[src/rtl/mem_pkg.sv]
// mem_pkg: shared memory-path constants, store buffer entry type and store legality check
package mem_pkg;
  localparam int SB_ADDR_W = 32;
  localparam logic [2:0] F3_SB  = 3'b000;
  localparam logic [2:0] F3_SH  = 3'b001;
  localparam logic [2:0] F3_SW  = 3'b010;
  localparam logic [2:0] F3_LB  = 3'b000;
  localparam logic [2:0] F3_LH  = 3'b001;
  localparam logic [2:0] F3_LW  = 3'b010;
  localparam logic [2:0] F3_LBU = 3'b100;
  localparam logic [2:0] F3_LHU = 3'b101;

  typedef struct packed {
    logic [SB_ADDR_W-1:0] addr;
    logic [31:0]          data;
    logic [2:0]           funct3;
  } sb_entry_t;

  // Only naturally aligned byte, half and word stores are legal
  function automatic logic is_store_legal(input logic [2:0] funct3, input logic [1:0] addr);
    return funct3 == F3_SB || (funct3 == F3_SH && !addr[0]) || (funct3 == F3_SW && addr == 2'b00);
  endfunction
endpackage

[src/rtl/store_buffer_if.sv]
// store_buffer_if: core store/load request and memory write port bundle of the store buffer
interface store_buffer_if #(parameter int ADDR_W = 32);
  logic              st_valid;
  logic              st_ready;
  logic [ADDR_W-1:0] st_addr;
  logic [31:0]       st_data;
  logic [2:0]        st_funct3;
  logic              st_err;
  logic              ld_req;
  logic [ADDR_W-1:0] ld_addr;
  logic              ld_stall;
  logic              mem_we;
  logic [ADDR_W-1:0] mem_addr;
  logic [31:0]       mem_wdata;
  logic [2:0]        mem_funct3;
  logic              empty;

  modport master (
    output st_valid, st_addr, st_data, st_funct3, ld_req, ld_addr,
    input  st_ready, st_err, ld_stall, mem_we, mem_addr, mem_wdata, mem_funct3, empty
  );

  modport slave (
    input  st_valid, st_addr, st_data, st_funct3, ld_req, ld_addr,
    output st_ready, st_err, ld_stall, mem_we, mem_addr, mem_wdata, mem_funct3, empty
  );
endinterface

[src/rtl/store_buffer.sv]
// store_buffer: in-order posted-write FIFO that drains into the memory write port and stalls conflicting loads
module store_buffer
  import mem_pkg::*;
#(
  parameter int DEPTH  = 4,
  parameter int ADDR_W = SB_ADDR_W
) (
  input logic clk,
  input logic rst_n,
  store_buffer_if.slave sb
);
  localparam int PW = $clog2(DEPTH);
  localparam int CW = $clog2(DEPTH + 1);

  sb_entry_t        q [DEPTH];
  sb_entry_t        hd;
  logic [DEPTH-1:0] vld;
  logic [PW-1:0]    head, tail;
  logic [CW-1:0]    count;
  logic             illegal, push, pop, hit;

  // Request legality, word-granular conflict search, and drain arbitration against loads
  always_comb begin
    illegal       = sb.st_valid && !is_store_legal(sb.st_funct3, sb.st_addr[1:0]);
    sb.st_err     = illegal;
    sb.st_ready   = count != CW'(DEPTH);
    sb.empty      = count == '0;
    push          = sb.st_valid && sb.st_ready && !illegal;
    hit           = 1'b0;
    for (int i = 0; i < DEPTH; i++)
      hit = hit || (vld[i] && ADDR_W'(q[i].addr[SB_ADDR_W-1:2]) == ADDR_W'(sb.ld_addr[ADDR_W-1:2]));
    sb.ld_stall   = sb.ld_req && hit;
    pop           = !sb.empty && !(sb.ld_req && !sb.ld_stall);
    hd            = q[head];
    sb.mem_we     = pop;
    sb.mem_addr   = pop ? ADDR_W'(hd.addr) : '0;
    sb.mem_wdata  = pop ? hd.data : '0;
    sb.mem_funct3 = pop ? hd.funct3 : '0;
  end

  // Pointer, occupancy and valid-bit bookkeeping; reset discards every pending store
  always_ff @(posedge clk or negedge rst_n) begin
    if (!rst_n) begin
      head  <= '0;
      tail  <= '0;
      count <= '0;
      vld   <= '0;
    end else begin
      if (pop) begin
        head      <= head + 1'b1;
        vld[head] <= 1'b0;
      end
      if (push) begin
        tail      <= tail + 1'b1;
        vld[tail] <= 1'b1;
      end
      count <= count + CW'(push) - CW'(pop);
    end
  end

  // Entry payload needs no reset since the valid bits qualify it
  always_ff @(posedge clk) begin
    if (push) q[tail] <= '{addr: SB_ADDR_W'(sb.st_addr), data: sb.st_data, funct3: sb.st_funct3};
  end
endmodule

[src/flat_wrapper.sv]
// flat-port wrapper written by rule: the top's interface ports become plain ports
module store_buffer_flat import mem_pkg::*;
#(
  parameter int DEPTH  = 4,
  parameter int ADDR_W = SB_ADDR_W
)
  (clk, rst_n, sb_st_valid, sb_st_addr, sb_st_data, sb_st_funct3, sb_ld_req, sb_ld_addr, sb_st_ready, sb_st_err, sb_ld_stall, sb_mem_we, sb_mem_addr, sb_mem_wdata, sb_mem_funct3, sb_empty);
  store_buffer_if #(.ADDR_W(ADDR_W)) sb_i ();
  input logic clk;
  input logic rst_n;
  input wire logic [$bits(sb_i.st_valid)-1:0] sb_st_valid;
  input wire logic [$bits(sb_i.st_addr)-1:0] sb_st_addr;
  input wire logic [$bits(sb_i.st_data)-1:0] sb_st_data;
  input wire logic [$bits(sb_i.st_funct3)-1:0] sb_st_funct3;
  input wire logic [$bits(sb_i.ld_req)-1:0] sb_ld_req;
  input wire logic [$bits(sb_i.ld_addr)-1:0] sb_ld_addr;
  output wire logic [$bits(sb_i.st_ready)-1:0] sb_st_ready;
  output wire logic [$bits(sb_i.st_err)-1:0] sb_st_err;
  output wire logic [$bits(sb_i.ld_stall)-1:0] sb_ld_stall;
  output wire logic [$bits(sb_i.mem_we)-1:0] sb_mem_we;
  output wire logic [$bits(sb_i.mem_addr)-1:0] sb_mem_addr;
  output wire logic [$bits(sb_i.mem_wdata)-1:0] sb_mem_wdata;
  output wire logic [$bits(sb_i.mem_funct3)-1:0] sb_mem_funct3;
  output wire logic [$bits(sb_i.empty)-1:0] sb_empty;
  assign sb_i.st_valid = sb_st_valid;
  assign sb_i.st_addr = sb_st_addr;
  assign sb_i.st_data = sb_st_data;
  assign sb_i.st_funct3 = sb_st_funct3;
  assign sb_i.ld_req = sb_ld_req;
  assign sb_i.ld_addr = sb_ld_addr;
  assign sb_st_ready = sb_i.st_ready;
  assign sb_st_err = sb_i.st_err;
  assign sb_ld_stall = sb_i.ld_stall;
  assign sb_mem_we = sb_i.mem_we;
  assign sb_mem_addr = sb_i.mem_addr;
  assign sb_mem_wdata = sb_i.mem_wdata;
  assign sb_mem_funct3 = sb_i.mem_funct3;
  assign sb_empty = sb_i.empty;
  store_buffer #(.DEPTH(DEPTH), .ADDR_W(ADDR_W)) u_core (.clk(clk), .rst_n(rst_n), .sb(sb_i));
endmodule
[config.mk]
export PLATFORM = sky130hd
export DESIGN_NAME = store_buffer_flat
export DESIGN_NICKNAME = d
export VERILOG_FILES = /design/src/rtl/mem_pkg.sv /design/src/rtl/store_buffer_if.sv /design/src/rtl/store_buffer.sv /design/src/flat_wrapper.sv
export SDC_FILE = /design/constraint.sdc
export NUM_CORES = 1
export LEC_CHECK = 0
export ABC_AREA = 1
export BUFFER_PORTS_ARGS = -buffer_cell sky130_fd_sc_hd__buf_2
export CORE_MARGIN = 1.5
export CORE_UTILIZATION = 58
export CTS_CLUSTER_SIZE = 20
export DETAILED_ROUTE_END_ITERATION = 8
export PLACE_DENSITY = 0.8
export SYNTH_ARGS = -nofsm -noshare
export SYNTH_HDL_FRONTEND = slang
export SYNTH_SLANG_ARGS = --single-unit
export TNS_END_PERCENT = 1
[constraint.sdc]
create_clock -name clk -period 3.22 [get_ports clk]
set_input_delay 0.161 -clock clk [delete_from_list [all_inputs] [get_ports clk]]
set_output_delay 0.161 -clock clk [all_outputs]
set_load 0.005 [all_outputs]
==> impl_metrics.ini, run 1 <==
[global_routing]
first_pass_grt_wire_length_um = 54200
total_congestion_overflow_after_global_routing = 0
globalRouteTotalUtil_pct = 30.0
first_global_vias = 10400
grt_max_degree = 109
antenna_found_initial = 2

[worst_setup_path]
critical-path-slowest-cell = edfxtp_1
worstSetupEndpointType = output port
path_depth = 13
cp_max_fo = 69
rr_worst_depth = 16
cp.required_ps = 3060
critical_path.max_stage_delay_ps = 400
start_kind = register
worst-path-buf-inv = 2
critical-path-top-delay-family = simple AND/OR/NAND/NOR gates
worst-endpoint-arrival_ps = 2950
worstPathCellList = nand2_1 -> nand2_1 -> nor2_1 -> nand2_1 -> nor2_1 -> nand2_1 -> nor2_1 -> nor2_1 -> nand3_2 -> nand2_4 -> buf_12 -> a21oi_1 -> buf_2
critPathKind = reg2out

[synthesis]
synth-simple-area-share_pct = 15.8
combinational_family_with_the_most_area_after_synthesis = simple AND/OR/NAND/NOR gates
top_area_cells_in_the_synthesized_netlist = edfxtp_1 (62%), nand2_1 (8.0%), nor2_1 (7.1%)
syn-cell-area_sq_mm = 0.0129
synthAdderAreaFrac_pct = 1.12
synthMuxAreaShare_pct = 0
yosysTopAreaCell = edfxtp_1
synth_xor_xnor_area_share_pct = 1.42
synthDominantCellAreaShare_pct = 62.3
synthesis.yosys.warnings = 0
avg_synthesized_cell_area_sq_um = 9.78
syn_inst_count = 1320
synth_fp_nets = 1434
yosysUniqueCellTypes = 24
synth_seq_cells = 279
synth.yosys.seq_area_share_pct = 64.4
area_fraction_in_compound_gates_after_synthesis_pct = 11.6

[sta]
max_slew.worst_pin.slew_ps = 1020
timing_hold_violations_final = 0
fmax_mhz = 321
final_period_minus_worst_setup_slack_ps = 3110
finalSetupViolCount = 0
maxSlewViolCount = 0
final.setup.tns_ps = 0
timing.clock.skew_ps = 29.7
final.period_utilization_pct = 96.6
rsz0062_at_grt = false
timing.max_slew.rel_slack_pct = 32.3

[route]
drcViolationCount = 0
first_pass_iteration_count_of_the_detailed_router = 5
mean_number_of_vias_per_cell = 5.58
drt-wirelength-per-cell_um = 18.8
total_via_count_in_the_routed_design = 10400
drt_iter0_drc = 1024
antenna_left = 0
wl_um = 35000

[placement]
place.gp.congestion = 0.962
place.detailed.hpwl_um = 21100
place_area_sq_mm = 0.0140
portBuffers = 172

[clock_tree]
cts-htree-levels = 1
cts_tree = yes
cts_buffer_depth = 3
root_buffer_cell = clkbuf_16
cts_num_sinks = 279
clkTransAtPathRegs_ps = 60
cts_buffers = 28
clk-insertion-delay-late_ps = 570

[floorplan]
core_region_area_sq_mm = 0.0218
die_area_sq_mm = 0.0232
io-pin-count = 175
rows = 54
fp.dieW_um = 152
die_h_um = 152
initial_utilization_pct = 59.2

[outcome]
outcome = finished, final reports clean

[hold_path]
timing.hold.worst_path_depth = 4
min-delay-path-class = in2reg

[cells_and_area]
syn_to_final_growth_pct = 20.9
final_net_count = 1672
layout.cell_area.non_filler_sq_mm = 0.0156
drive_gt1_share_pct = 15.2
fillerInstances = 1537

[power_and_ir_drop]
worst_ir_drop_vdd_mv = 0.609
power_leakage_uw = 0.00646
cellPowerDensity_mw_per_mm2 = 738

[run]
max_cap_violations = 0
## final cells by class
class	count	area [sq um]	area share, %
Sequential cell	279	8330	53.3
Multi-Input combinational cell	866	3870	24.8
Timing Repair Buffer	259	1740	11.2
Clock buffer	37	734	4.70
Inverter	124	465	2.98
Tap cell	280	350	2.24
Clock inverter	14	116	0.745
Antenna cell	2	5.00	0.0320
## synth_stat cells
cell and n:
nand2_1 276, edfxtp_1 268, nor2_1 245, o21ai_0 174
a21oi_1 120, inv_1 118, clkbuf_1 40, xnor2_1 12
dfrtp_1 11, ha_1 10, nand3_1 10, xor2_1 9
clkbuf_8 6, inv_2 5, buf_1 4, o21ai_1 4
a21boi_0 1, buf_6 1, clkinv_1 1, fa_1 1
nand2_4 1, nand3_2 1, nand3b_1 1, nor3_1 1
## cells in the final DEF, fill, tap and decap left out
master | Yosys | final
dfrtp_4 | 0 | 1
nand3_1 | 10 | 10
dfrtp_2 | 0 | 1
clkbuf_16 | 0 | 28
nand2_4 | 1 | 1
inv_2 | 5 | 10
dfrtp_1 | 11 | 9
xnor2_2 | 0 | 1
bufinv_16 | 0 | 1
ha_1 | 10 | 10
nor2_1 | 245 | 245
o21ai_0 | 174 | 174
a21boi_0 | 1 | 1
dlygate4sd3_1 | 0 | 71
clkinvlp_4 | 0 | 1
nand3_2 | 1 | 1
xor2_1 | 9 | 9
clkinv_2 | 0 | 6
buf_2 | 0 | 172
nand2_1 | 276 | 276
fa_1 | 1 | 1
nand3b_1 | 1 | 1
a21oi_1 | 120 | 120
diode_2 | 0 | 2
clkbuf_1 | 40 | 9
nor3_1 | 1 | 1
clkinv_16 | 0 | 1
clkinv_1 | 1 | 5
xnor2_1 | 12 | 11
buf_4 | 0 | 12
edfxtp_1 | 268 | 268
inv_1 | 118 | 114
o21ai_1 | 4 | 4
buf_12 | 0 | 4
## path summary, 6_finish.rpt
kind	endpoint	slack [ps]	start
min in group asynchronous	u_core.count[1]	520	rst_n
worst max register to register	u_core.count[2]	400	u_core.q[3][50]
worst min register to register	u_core.vld[0]	480	u_core.vld[0]
worst min-delay path	u_core.head[0]	110	sb_ld_req
max in group asynchronous	u_core.head[0]	1810	rst_n
worst max-delay path	sb_mem_addr[27]	110	u_core.q[2][39]
## sequential cells by signal (all words and copies together), names as in the netlist
register and flops:
u_core.tail 2, u_core.head 2, u_core.count 3, u_core.vld 4
u_core.q 268
## routing by layer
layer / part of all wire (%) / global-route usage (%) / up-vias
li1: - / - / 4877
met1: 38 / 39.3 / 4855
met2: 49 / 51.5 / 584
met3: 9.8 / 5.18 / 67
met4: 2.5 / 9.34 / 0
met5: 0 / 0 / -
## repair_timing
item                       4_1_cts  5_1_grt
setup endpoints to repair        0        1
buffers inserted                 0        0
resized for setup                0        1
hold buffers                    71        0
hold endpoints to repair       280        0
## per-stage QoR
stage                     utilization [%]  power, uW  cells  setup WS [ps]  hold slack (ps)
after floorplan                         -       7050   1320            615             -135
after global placement               64.3       8240   1737            497             45.7
after detailed placement             64.3       8370   1737            424             53.0
after CTS                            71.5      11400   1859            129             92.9
after global routing                 71.5      12100   1859           28.9              130
final                                71.6      11500   1861            108              109
## power breakdown
part           internal [uW]  switching [uW]  total [uW]
logic                   1230            2520        3760
registers               4520             201        4720
clock network           1690            1360        3040
## logic make-up after synthesis
| group | Yosys count |
|---|---|
| and+or+nand+nor | 535 |
| AOI/OAI and AO/OA | 299 |
| DFF | 279 |
| buffers and inverters | 175 |
| xor gates and xnor gates | 21 |
| adders and majority gates | 11 |
## tightest hold or removal path: cells and delay by family
family | cells | cell delay, ps
AND/OR/NAND/NOR | 3 | 360
buffers and inverters | 1 | 130
(Power assumes the default switching activity.)
==> inputs of run 2 (changes only) <==
--- a/config.mk
+++ b/config.mk
@@ -6,11 +6,12 @@
 export NUM_CORES = 1
 export LEC_CHECK = 0
 export ABC_AREA = 1
-export BUFFER_PORTS_ARGS = -buffer_cell sky130_fd_sc_hd__buf_2
+export CORE_ASPECT_RATIO = 0.75
 export CORE_MARGIN = 1.5
-export CORE_UTILIZATION = 58
+export CORE_UTILIZATION = 64
 export CTS_CLUSTER_SIZE = 20
 export DETAILED_ROUTE_END_ITERATION = 8
+export DONT_BUFFER_PORTS = 1
 export PLACE_DENSITY = 0.8
 export SYNTH_ARGS = -nofsm -noshare
 export SYNTH_HDL_FRONTEND = slang
==> run 2 against run 1 <==
Net effect: global-route usage rose by 1.9 points; critical endpoint is now sb_mem_addr[7]; total power fell by 3.3%; non-clock buffer count fell by 172; via count fell by 5.5%; maximum frequency rose by 2.2%; sequential cell count did not move; sequential power rose by 3%.
==> impl_metrics.ini, run 2 (synthesis results as in run 1) <==
[outcome]
outcome = finished, final reports clean

[global_routing]
first_global_vias = 9276
antenna_found_initial = 2
grt_max_degree = 112
globalRouteTotalUtil_pct = 31.9
first_pass_grt_wire_length_um = 51000
total_congestion_overflow_after_global_routing = 0

[route]
drcViolationCount = 0
first_pass_iteration_count_of_the_detailed_router = 6
wl_um = 33600
metal3_wl_um = 4190
met2RoutedLength_um = 15500
mean_number_of_vias_per_cell = 5.91
highest_routed_metal_layer = met4
m1WireLength_um = 13100
antenna_left = 0
drt-wirelength-per-cell_um = 20.3
total_via_count_in_the_routed_design = 9811
drt_iter0_drc = 1186

[worst_setup_path]
start_kind = register
worst-path-buf-inv = 1
regToRegSetupSlack_ps = 300
rr_worst_depth = 16
cp.required_ps = 3060
critPathCapture = sb_mem_addr[7]
worstReg2RegEnd = u_core.count[2]
most_frequent_cp_cell = nor2_1
cp_max_fo = 69
worstSetupEndpointType = output port
worst-endpoint-arrival_ps = 2880
critical-path-top-delay-family = simple AND/OR/NAND/NOR gates
critPathKind = reg2out
path_depth = 11
worstPathCellList = o21ai_0 -> nor2_1 -> nand2_1 -> nor2_1 -> nand2_1 -> nor2_1 -> nor2_1 -> nand3_2 -> nand2_4 -> buf_8 -> a21oi_1
critical_path.max_stage_delay_ps = 460
startpoint = u_core.q[0][66]
critical-path-slowest-cell = buf_8
critical_path.reg2reg.startpoint = u_core.q[0][66]

[placement]
portBuffers = 0
place.gp.congestion = 0.963
place.detailed.hpwl_um = 20500

[clock_tree]
cts_num_sinks = 279
clk-insertion-delay-late_ps = 530
clkTransAtPathRegs_ps = 60
root_buffer_cell = clkbuf_16
cts_tree = yes
cts_buffer_depth = 3
cts-htree-levels = 1
cts_buffers = 27

[power_and_ir_drop]
cellPowerDensity_mw_per_mm2 = 755
power_frac_seq_pct = 43.4
switching_part_of_the_total_pct = 34.7
power.share.combinational_pct = 29.2
power_leakage_uw = 0.00572
net-switching-power_uw = 3860
worst_ir_drop_vdd_mv = 0.662
clock_power_share_pct = 27.4
p_int_uw = 7280

[floorplan]
rows = 44
die_h_um = 126
die_area_sq_mm = 0.0211
fp.dieW_um = 167
core_region_area_sq_mm = 0.0195
io-pin-count = 175
initial_utilization_pct = 66.1

[sta]
final.period_utilization_pct = 94.5
timing.clock.skew_ps = 11.1
maxSlewViolCount = 0
final_period_minus_worst_setup_slack_ps = 3040
final.setup.tns_ps = 0
timing_hold_violations_final = 0
timing.max_slew.rel_slack_pct = 47.7
rsz0062_at_grt = false
finalHoldWorstSlack_ps = 55.1
finalSetupViolCount = 0
max_slew.worst_pin.slew_ps = 784
fmax_mhz = 328

[cells_and_area]
final_net_count = 1499
layout_commonest_cell = nand2_1
syn_to_final_growth_pct = 14.2
fillerInstances = 1289
drive_gt1_share_pct = 4.70
layout_common_cells = nand2_1 (276), edfxtp_1 (268), nor2_1 (245), o21ai_0 (174), a21oi_1 (119)
largest_register = u_core.q
reg.largest.list = u_core.q: 268 flops, u_core.vld: 4 flops, u_core.count: 3 flops
largest_register_ff_count = 268

[run]
max_cap_violations = 0

[hold_path]
min-delay-path-class = in2async
-- run 2: worst min-delay path by stage --
| stage | cells past startpoint | from | slack [ps] | end |
|---|---|---|---|---|
| after CTS | 1 | rst_n | 70 | u_core.vld[0] |
| after global placement | 0 | rst_n | -130 | u_core.count[1] |
| final | 1 | rst_n | 60 | u_core.count[2] |
| after detailed placement | 0 | rst_n | -130 | u_core.count[1] |
| after floorplan | 0 | rst_n | -130 | u_core.count[0] |
| after global routing | 1 | rst_n | 110 | u_core.count[2] |
-- run 2: per-stage QoR --
| stage | power (uW) | std cells | util, % | setup WS [ps] | area (sq um) |
|---|---|---|---|---|---|
| after floorplan | 7050 | 1320 | - | 615 | 12900 |
| after global placement | 7860 | 1539 | 67.5 | 497 | 13200 |
| after detailed placement | 7970 | 1539 | 67.5 | 457 | 13200 |
| after CTS | 11100 | 1657 | 75.4 | 192 | 14700 |
| after global routing | 11700 | 1659 | 75.5 | 43.5 | 14700 |
| final | 11100 | 1659 | 75.5 | 176 | 14700 |
-- run 2: per-layer routing --
layer | track usage, % | vias up
li1 | - | 4546
met1 | 44.3 | 4593
met2 | 50.3 | 597
met3 | 8.71 | 75
met4 | 9.20 | 0
met5 | 0 | -
-- run 2: timing repair --
action	CTS	global route
resized for setup	1	3
endpoints found under the hold margin	281	0
hold buffers	70	0
endpoints found under the setup margin	4	21
setup buffers	0	0
-- run 2: cell type report --
cell class | instances | area [sq um] | share of cell area [%]
multi-input combinational | 866 | 3870 | 26.2
inverter | 124 | 465 | 3.16
clock inverter | 14 | 136 | 0.925
tap | 253 | 317 | 2.15
sequential | 279 | 8330 | 56.5
timing repair buffer | 87 | 923 | 6.26
antenna | 2 | 5.00 | 0.0339
clock buffer | 34 | 702 | 4.76
-- run 2: power by group through the flow --
stage / clock (uW) / sequential, uW / combinational, uW
after floorplan: 0 / 4740 / 2310
after global placement: 0 / 4880 / 2980
after detailed placement: 0 / 4900 / 3070
after CTS: 3050 / 4820 / 3210
after global routing: 3220 / 4880 / 3620
final: 3050 / 4840 / 3250
==> inputs of run 3 (changes only) <==
--- a/config.mk
+++ b/config.mk
@@ -8,11 +8,10 @@
 export ABC_AREA = 1
 export CORE_ASPECT_RATIO = 0.75
 export CORE_MARGIN = 1.5
-export CORE_UTILIZATION = 64
+export CORE_UTILIZATION = 50
 export CTS_CLUSTER_SIZE = 20
 export DETAILED_ROUTE_END_ITERATION = 8
 export DONT_BUFFER_PORTS = 1
-export PLACE_DENSITY = 0.8
 export SYNTH_ARGS = -nofsm -noshare
 export SYNTH_HDL_FRONTEND = slang
 export SYNTH_SLANG_ARGS = --single-unit
==> run 3 against run 2 <==
Net effect: via count is 3.4% lower; sequential share of layout area is 0.60 points lower; sequential cell count unchanged; die area is 27% higher; utilization fell by 16 points.
==> impl_metrics.ini, run 3 (synthesis results as in run 1) <==
[route]
mean_number_of_vias_per_cell = 5.43
total_via_count_in_the_routed_design = 9480
met2RoutedLength_um = 14500
first_pass_iteration_count_of_the_detailed_router = 6
drcViolationCount = 0
antenna_left = 0
m1WireLength_um = 15800
highest_routed_metal_layer = met4
drt-wirelength-per-cell_um = 19.8
wl_um = 34600
metal3_wl_um = 3510
drt_iter0_drc = 894

[clock_tree]
root_buffer_cell = clkbuf_16
cts_tree = yes
clk-insertion-delay-late_ps = 540
cts_buffers = 28
cts_buffer_depth = 3
clkTransAtPathRegs_ps = 60
cts_num_sinks = 279
cts-htree-levels = 1
postCtsSetupRepairBufs = 0

[sta]
timing_hold_violations_final = 0
final.setup.tns_ps = 0
maxSlewViolCount = 0
timing.clock.skew_ps = 12.7
setup_slack_ps = 107
final.period_utilization_pct = 96.7
finalSetupViolCount = 0
rsz0062_at_grt = true
timing.max_slew.rel_slack_pct = 35.7
max_slew.worst_pin.slew_ps = 965
fmax_mhz = 321
final_period_minus_worst_setup_slack_ps = 3110

[cells_and_area]
fillerInstances = 2120
layout_common_cells = nand2_1 (276), edfxtp_1 (268), nor2_1 (245), o21ai_0 (174), a21oi_1 (119)
reg.largest.list = u_core.q: 268 flops, u_core.vld: 4 flops, u_core.count: 3 flops
drive_gt1_share_pct = 5.05
ff_latch_area_sq_mm = 0.00833
area_of_the_multi_input_gates_sq_mm = 0.00387
layout_commonest_cell = nand2_1
syn_to_final_growth_pct = 15.4
largest_register = u_core.q
largest_register_ff_count = 268
antenna-diode-count = 0
final_net_count = 1499

[power_and_ir_drop]
worst_ir_drop_vdd_mv = 0.844
power_frac_seq_pct = 42.5
power_leakage_uw = 0.00574
cellPowerDensity_mw_per_mm2 = 753
power.share.combinational_pct = 29.5
clock_power_share_pct = 27.9
p_int_uw = 7310
net-switching-power_uw = 3910
switching_part_of_the_total_pct = 34.9

[run]
max_cap_violations = 0

[floorplan]
initial_utilization_pct = 51.4
io-pin-count = 175
fp.dieW_um = 189
core_region_area_sq_mm = 0.0251
rows = 50
die_area_sq_mm = 0.0268
die_h_um = 142

[worst_setup_path]
worst-endpoint-arrival_ps = 2950
critical-path-slowest-cell = buf_6
cp.required_ps = 3060
most_frequent_cp_cell = nor2_1
worst-path-buf-inv = 1
start_kind = register
critPathKind = reg2out
cp_max_fo = 69
critical_path.max_stage_delay_ps = 540
worstPathCellList = o21ai_0 -> nor2_1 -> nand2_1 -> nor2_1 -> nand2_1 -> nor2_1 -> nor2_1 -> nand3_2 -> nand2_4 -> buf_6 -> a21oi_1
critical-path-top-delay-family = simple AND/OR/NAND/NOR gates
worstSetupEndpointType = output port

[placement]
place.detailed.hpwl_um = 21800
portBuffers = 0
place.gp.congestion = 0.914
setup_slack_at_placement_ps = 419

[global_routing]
first_global_vias = 8827
antenna_found_initial = 0
globalRouteTotalUtil_pct = 25.7
first_pass_grt_wire_length_um = 51900
total_congestion_overflow_after_global_routing = 0
grt_max_degree = 149

[hold_path]
min-delay-path-class = in2async

[outcome]
outcome = finished, final reports clean
==> run 3: timing repair <==
item                                    CTS  global route
resized for setup                         1             1
endpoints found under the setup margin   40            18
hold buffers                             70             0
hold endpoints to repair                283             0
==> run 3: power groups by stage <==
stage	sequential [uW]	combinational [uW]	clock, uW
final	4770	3320	3130
after global routing	4820	3740	3320
after CTS	4770	3330	3180
after detailed placement	4840	3210	0
after global placement	4830	3180	0
after floorplan	4740	2310	0
==> run 3: worst reg2reg max path, delay by kind of cell, from the launching register on <==
family | cells | cell delay (ps)
DFF | 1 | 420
AOI/OAI and AO/OA | 1 | 360
and+or+nand+nor | 8 | 840
adders and majority gates | 3 | 930
buffers and inverters | 4 | 210
==> run 3: layout make-up <==
cell class                 instances  area share (%)
sequential                       279            55.9
multi-input combinational        866            26.0
timing repair buffer              86            6.29
clock buffer                      33            4.97
inverter                         124            3.13
tap                              338            2.84
clock inverter                    19           0.940
==> run 3: through the flow <==
stage | hold WS, ps | std cells | instance area [sq um] | power (uW) | utilization (%)
after floorplan | -135 | 1320 | 12900 | 7050 | -
after global placement | -134 | 1623 | 13300 | 8010 | 53.0
after detailed placement | -134 | 1623 | 13300 | 8050 | 53.0
after CTS | 41.2 | 1745 | 14900 | 11300 | 59.3
after global routing | 73.2 | 1745 | 14900 | 11900 | 59.3
final | 39.3 | 1745 | 14900 | 11200 | 59.3
==> run 3: worst paths after layout <==
| kind | depth (start not counted) | start | slack (ps) | end |
|---|---|---|---|---|
| setup / recovery | 11 | u_core.q[0][66] | 110 | sb_mem_addr[26] |
| hold / removal | 1 | rst_n | 40 | u_core.count[2] |
| setup reg to reg | 16 | u_core.q[0][66] | 360 | u_core.count[1] |
| hold reg to reg | 2 | u_core.vld[2] | 490 | u_core.vld[2] |
| max in group asynchronous | 1 | rst_n | 2780 | u_core.head[0] |
| min in group clk | 4 | sb_st_funct3[2] | 220 | u_core.tail[0] |
==> run 3: layer usage <==
metal  vias to the layer above  global-route usage [%]
met2                       382                    36.6
met5                         -                       0
met1                      4497                    39.1
met4                         0                    6.47
li1                       4546                       -
met3                        55                    6.66
